File: src/rtl/e10_phy_pkg.sv
// rtl/e10_phy_pkg.sv - shared types and constants for the PHY reset sequencer
//
// Holds the counter width, the TX/RX state enumerations and a helper that
// turns a dwell time in cycles into the counter's terminal value.
package e10_phy_pkg;

    localparam int CNT_W = 16;

    typedef enum logic [1:0] {
        TX_RST  = 2'd0,
        TX_WAIT = 2'd1,
        TX_DIG  = 2'd2,
        TX_RDY  = 2'd3
    } tx_state_t;

    typedef enum logic [1:0] {
        RX_RST  = 2'd0,
        RX_WAIT = 2'd1,
        RX_LTD  = 2'd2,
        RX_RDY  = 2'd3
    } rx_state_t;

    // A state that must dwell n cycles leaves when its counter reads n-1.
    function automatic logic [CNT_W-1:0] cnt_last(input int n);
        return CNT_W'(n - 1);
    endfunction

endpackage

File: src/rtl/e10_sync2.sv
// rtl/e10_sync2.sv - two-flop synchronizer for one asynchronous level
//
// Ports:
//   clk      destination clock
//   reset_n  asynchronous active-low reset, clears both flops
//   d        asynchronous input level
//   q        level resynchronized to clk, two cycles of latency
module e10_sync2 (
    input  logic clk,
    input  logic reset_n,
    input  logic d,
    output logic q
);

    logic meta;

    always_ff @(posedge clk or negedge reset_n) begin
        if (!reset_n) begin
            meta <= 1'b0;
            q    <= 1'b0;
        end else begin
            meta <= d;
            q    <= meta;
        end
    end

endmodule

File: src/rtl/e10_phy_reset_seq.sv
// rtl/e10_phy_reset_seq.sv - TX/RX transceiver reset sequencer
//
// Two independent state machines step a PHY's analog and digital resets.
// TX: analog hold, wait for PLL lock and TX calibration done, digital hold,
// ready. RX: analog hold, wait for CDR lock and RX calibration done, require
// T_LTD continuous locked cycles, ready. Losing lock or calibration sends a
// path back to its WAIT state; a soft reset request sends it back to RST.
//
// Parameters:
//   T_ANALOG   analog reset hold, cycles (1..65535)
//   T_DIGITAL  TX digital reset hold after PLL lock, cycles (1..65535)
//   T_LTD      continuous CDR lock required before RX release, cycles (1..65535)
// Ports:
//   clk, reset_n                 clock, asynchronous active-low reset
//   tx_reset_req, rx_reset_req   synchronous soft resets per path
//   pll_locked, tx_cal_busy,
//   rx_cal_busy, rx_is_lockedtodata   asynchronous PHY status
//   tx_analogreset, tx_digitalreset,
//   rx_analogreset, rx_digitalreset   registered resets to the PHY
//   tx_ready, rx_ready           registered path-ready flags
module e10_phy_reset_seq
    import e10_phy_pkg::*;
#(
    parameter int T_ANALOG  = 70,
    parameter int T_DIGITAL = 16,
    parameter int T_LTD     = 4000
) (
    input  logic clk,
    input  logic reset_n,
    input  logic tx_reset_req,
    input  logic rx_reset_req,
    input  logic pll_locked,
    input  logic tx_cal_busy,
    input  logic rx_cal_busy,
    input  logic rx_is_lockedtodata,
    output logic tx_analogreset,
    output logic tx_digitalreset,
    output logic rx_analogreset,
    output logic rx_digitalreset,
    output logic tx_ready,
    output logic rx_ready
);

    localparam logic [CNT_W-1:0] TA_LAST = cnt_last(T_ANALOG);
    localparam logic [CNT_W-1:0] TD_LAST = cnt_last(T_DIGITAL);
    localparam logic [CNT_W-1:0] TL_LAST = cnt_last(T_LTD);
    localparam logic [CNT_W-1:0] CNT_ONE = CNT_W'(1);

    logic pll_s;
    logic tx_cal_s;
    logic rx_cal_s;
    logic ltd_s;

    e10_sync2 u_sync_pll    (.clk(clk), .reset_n(reset_n), .d(pll_locked),         .q(pll_s));
    e10_sync2 u_sync_tx_cal (.clk(clk), .reset_n(reset_n), .d(tx_cal_busy),        .q(tx_cal_s));
    e10_sync2 u_sync_rx_cal (.clk(clk), .reset_n(reset_n), .d(rx_cal_busy),        .q(rx_cal_s));
    e10_sync2 u_sync_ltd    (.clk(clk), .reset_n(reset_n), .d(rx_is_lockedtodata), .q(ltd_s));

    logic tx_ok;
    logic rx_ok;

    assign tx_ok = pll_s && !tx_cal_s;
    assign rx_ok = ltd_s && !rx_cal_s;

    // Goes high on the first edge after reset_n releases. The edge that sets
    // it also (re)enters RST with a cleared counter, so the analog hold is
    // counted from that first edge onward.
    logic seq_run;

    always_ff @(posedge clk or negedge reset_n) begin
        if (!reset_n) begin
            seq_run <= 1'b0;
        end else begin
            seq_run <= 1'b1;
        end
    end

    tx_state_t        tx_state;
    logic [CNT_W-1:0] tx_cnt;

    always_ff @(posedge clk or negedge reset_n) begin
        if (!reset_n) begin
            tx_state        <= TX_RST;
            tx_cnt          <= '0;
            tx_analogreset  <= 1'b1;
            tx_digitalreset <= 1'b1;
            tx_ready        <= 1'b0;
        end else if (tx_reset_req || !seq_run) begin
            // Soft reset outranks any status change seen this cycle.
            tx_state        <= TX_RST;
            tx_cnt          <= '0;
            tx_analogreset  <= 1'b1;
            tx_digitalreset <= 1'b1;
            tx_ready        <= 1'b0;
        end else begin
            case (tx_state)
                TX_RST: begin
                    if (tx_cnt == TA_LAST) begin
                        tx_state       <= TX_WAIT;
                        tx_cnt         <= '0;
                        tx_analogreset <= 1'b0;
                    end else begin
                        tx_cnt <= tx_cnt + CNT_ONE;
                    end
                end
                TX_WAIT: begin
                    if (tx_ok) begin
                        tx_state <= TX_DIG;
                        tx_cnt   <= '0;
                    end
                end
                TX_DIG: begin
                    if (!tx_ok) begin
                        tx_state <= TX_WAIT;
                        tx_cnt   <= '0;
                    end else if (tx_cnt == TD_LAST) begin
                        tx_state        <= TX_RDY;
                        tx_digitalreset <= 1'b0;
                        tx_ready        <= 1'b1;
                    end else begin
                        tx_cnt <= tx_cnt + CNT_ONE;
                    end
                end
                TX_RDY: begin
                    if (!tx_ok) begin
                        tx_state        <= TX_WAIT;
                        tx_cnt          <= '0;
                        tx_digitalreset <= 1'b1;
                        tx_ready        <= 1'b0;
                    end
                end
                default: begin
                    tx_state        <= TX_RST;
                    tx_cnt          <= '0;
                    tx_analogreset  <= 1'b1;
                    tx_digitalreset <= 1'b1;
                    tx_ready        <= 1'b0;
                end
            endcase
        end
    end

    rx_state_t        rx_state;
    logic [CNT_W-1:0] rx_cnt;

    always_ff @(posedge clk or negedge reset_n) begin
        if (!reset_n) begin
            rx_state        <= RX_RST;
            rx_cnt          <= '0;
            rx_analogreset  <= 1'b1;
            rx_digitalreset <= 1'b1;
            rx_ready        <= 1'b0;
        end else if (rx_reset_req || !seq_run) begin
            rx_state        <= RX_RST;
            rx_cnt          <= '0;
            rx_analogreset  <= 1'b1;
            rx_digitalreset <= 1'b1;
            rx_ready        <= 1'b0;
        end else begin
            case (rx_state)
                RX_RST: begin
                    if (rx_cnt == TA_LAST) begin
                        rx_state       <= RX_WAIT;
                        rx_cnt         <= '0;
                        rx_analogreset <= 1'b0;
                    end else begin
                        rx_cnt <= rx_cnt + CNT_ONE;
                    end
                end
                RX_WAIT: begin
                    if (rx_ok) begin
                        rx_state <= RX_LTD;
                        rx_cnt   <= '0;
                    end
                end
                RX_LTD: begin
                    // Any dropout restarts the lock qualification from zero.
                    if (!rx_ok) begin
                        rx_state <= RX_WAIT;
                        rx_cnt   <= '0;
                    end else if (rx_cnt == TL_LAST) begin
                        rx_state        <= RX_RDY;
                        rx_digitalreset <= 1'b0;
                        rx_ready        <= 1'b1;
                    end else begin
                        rx_cnt <= rx_cnt + CNT_ONE;
                    end
                end
                RX_RDY: begin
                    if (!rx_ok) begin
                        rx_state        <= RX_WAIT;
                        rx_cnt          <= '0;
                        rx_digitalreset <= 1'b1;
                        rx_ready        <= 1'b0;
                    end
                end
                default: begin
                    rx_state        <= RX_RST;
                    rx_cnt          <= '0;
                    rx_analogreset  <= 1'b1;
                    rx_digitalreset <= 1'b1;
                    rx_ready        <= 1'b0;
                end
            endcase
        end
    end

endmodule

File: config.mk
export PLATFORM = sky130hd
export DESIGN_NAME = e10_phy_reset_seq
export DESIGN_NICKNAME = d
export VERILOG_FILES = /design/src/rtl/e10_phy_pkg.sv /design/src/rtl/e10_sync2.sv /design/src/rtl/e10_phy_reset_seq.sv
export SDC_FILE = /design/constraint.sdc
export NUM_CORES = 1
export LEC_CHECK = 0
export ABC_AREA = 1
export BUFFER_PORTS_ARGS = -buffer_cell sky130_fd_sc_hd__buf_2
export CORE_UTILIZATION = 50
export DETAILED_ROUTE_END_ITERATION = 8
export HOLD_SLACK_MARGIN = 0.15
export PLACE_DENSITY = 0.67
export SETUP_SLACK_MARGIN = 0.2
export SLEW_MARGIN = 40
export SYNTH_ARGS = -nofsm -noshare
export SYNTH_HDL_FRONTEND = slang
export SYNTH_SLANG_ARGS = --single-unit
File: constraint.sdc
create_clock -name clk -period 2.23 [get_ports clk]
set_clock_uncertainty 0.1 [all_clocks]
set_input_delay 0.1115 -clock clk [delete_from_list [all_inputs] [get_ports clk]]
set_output_delay 0.1115 -clock clk [all_outputs]
set_load 0.1 [all_outputs]
==> flow_summary.ini <==
[timing]
setup_viol = 0
holdWs_ps = 189
min_period_over_period_pct = 83.8
setup-tns-final_ps = 0
hold_viol = 0
max_freq_mhz = 535
rsz0062_at_grt = true
report.final.slew_viol_count = 0
period_needed_ps = 1870

[clock_network]
path_clk_slew_ps = 90
cts_root_buffer = clkbuf_8
h-tree-depth = 2
clk_latency_ps = 300
cts_made_buffers = 5
clock_path_buffers = 2
post-cts-setup-buffers = 0
cts_tree = built
numClockSinks = 51

[routing]
via_per_inst = 4.94
dr.first_iter.drc_count = 144
drt.antenna.violating_nets = 0
vias = 2818
dr.pass1.iters = 4
wirelength_mm = 6.47
drcViolationCount = 0
detail_route.wl_per_cell_um = 11.3

[global_routing]
grt_max_degree = 24
grt_pass1_wl_mm = 11.8
grt_usage_pct = 20.7
antenna_found_initial = 0
grt_pass1_vias = 2658
gr-total-overflow = 0

[critical_path]
path_max_fanout = 13
endpoint_kind = flip-flop
reg2reg_depth = 10
critical_path_class = flip-flop to flip-flop
worstPathArrival_ps = 2010
cp-startpoint = rx_state[0]
r2r_start = rx_state[0]
worstPathRequired_ps = 2370
startpoint_type = flip-flop

[logic_synthesis]
syn_avg_cell_area_um2 = 7.00
async_reset_ff_share_pct = 100
synth_edf_count = 0
synth_flop_cell = dfrtp_1
ys_ff_latch = 51
synth_cell_type_count = 28
syn_area_um2 = 3270
synthesis.nets = 487
synth_cells = 467
synth_area_leaders = dfrtp_1, nand2_1, inv_1
yosys.area.top_type = dfrtp_1
synth_common_cells = nand2_1, inv_1, nor2_1
synth_top_area_share_pct = 36.0
synth_most_common_cell = nand2_1
ys.warnings.count = 0
ys_seq_area_share_pct = 39.2

[finish]
nets = 513
nFillCells = 572
num_antenna_cells = 0
final_core_util_pct = 57.1
drive_gt1_share_pct = 11.3
area_growth_pct = 10.3
stdcell_count = 571

[floorplan]
initial_utilization_pct = 51.7
coreArea_um2 = 6310
rows = 29
ios = 14
die_y_um = 82.8
die-area_um2 = 6860
die_w_um = 82.8

[power]
p_clk_share_pct = 34.1
sw_frac_of_total_pct = 25.9
net-switching-power_w = 0.000448
ir_worst_vdd_uv = 300
p_int_w = 0.00128
p_per_area_nw_per_um2 = 480
p_leak_nw = 1.84
seqPwrFrac_pct = 55.4
p_comb_share_pct = 10.4
power_w = 0.00173

[placed_design]
dpl.cell_count = 556
place.gp.congestion = 0.856
hpwl_mm = 4.87
portBuffers = 13

[run_status]
status = complete, no violations

[hold_path]
hp-class = input port to async pin

[flow_run]
cap_viol_max_count = 0
## power groups by stage
stage,Sequential [W],Clock [W],Combinational [W]
4_1_cts,0.000959,0.000626,0.000182
6_report,0.000959,0.000591,0.000181
3_5_place_dp,0.000977,0,0.000172
2_1_floorplan,0.000997,0,0.0000993
3_3_place_gp,0.000976,0,0.000170
5_1_grt,0.000963,0.000652,0.000206
## cells in the final DEF, fill, tap and decap left out
cell type / count
nor2_1: 55
o21ai_0: 6
conb_1: 1
nand2_1: 160
buf_4: 4
nand4_1: 15
ha_1: 12
dfrtp_1: 47
nand3b_1: 3
dfstp_2: 4
clkinvlp_4: 1
nand3_1: 38
xnor2_1: 2
inv_2: 3
nand3_2: 3
nand2_2: 5
inv_1: 68
nor3_1: 6
a21oi_2: 1
clkbuf_8: 7
nand4_4: 1
nand2_4: 2
nor2_4: 6
nor2_2: 4
xor2_1: 8
dlygate4sd3_1: 7
a21oi_1: 7
o21ai_1: 3
nor3_2: 2
buf_2: 13
## cell families (layout without fill, tap and decap cells)
kind of cell	count (synthesis)	count (layout)	synth area share, %
compound gates	17	17	2.72
flops	51	51	39.2
other cells	1	1	0.115
simple gates	300	300	41.3
xor+xnor	10	10	2.68
fa+ha+maj	12	12	4.60
buf+inv	76	103	9.38
## through the flow
stage / cell area, um^2 / setup slack [ps]
5_1_grt: 3600 / 179
4_1_cts: 3590 / 281
3_5_place_dp: 3420 / 301
2_1_floorplan: 3270 / 567
6_report: 3600 / 362
3_3_place_gp: 3420 / 316
## path summary, 6_finish.rpt
check,end,slack [ps]
hold reg to reg,u_sync_rx_cal.q,250
min in group clk,tx_cnt[9],190
hold / removal,tx_digitalreset,190
setup / recovery,rx_cnt[6],360
max in group asynchronous,tx_ready,950
setup reg to reg,rx_cnt[6],360
## routing by layer
metal | vias up | GRT usage [%] | wire length (um)
li1 | 1490 | - | -
met2 | 47 | 35.9 | 3110
met4 | 0 | 7.84 | 132
met5 | - | 0 | 0
met3 | 11 | 3.58 | 163
met1 | 1270 | 25.6 | 3060
## sequential cells by signal, summed over array words and instances (netlist names), 2 cells and up
| register | flops |
|---|---|
| rx_cnt | 16 |
| tx_cnt | 16 |
| rx_state | 2 |
| tx_state | 2 |
## worst max-delay path: stages (launching register included)
cell and delay [ps]:
dfrtp_1 430, inv_1 100, ha_1 160, nand3_1 170, nor2_2 200, nand4_4 170, nand2_4 190, inv_1 130
nand2_1 80, nand2_1 50, inv_1 40
## final cells by class
class,instances,area (um^2),share of cell area (%)
Multi-Input combinational cell,340,1690,46.9
Sequential cell,51,1280,35.5
Inverter,71,267,7.39
Timing Repair Buffer,24,165,4.58
Clock buffer,7,96.3,2.67
Tap cell,77,96.3,2.67
Clock inverter,1,7.51,0.208
## what timing repair did
action                     CTS  global route
gates resized for setup      0             3
hold buffers                 7             0
setup endpoints to repair    0            22
hold endpoints to repair    53             0
Note: power is estimated with default switching activity, not from simulation.
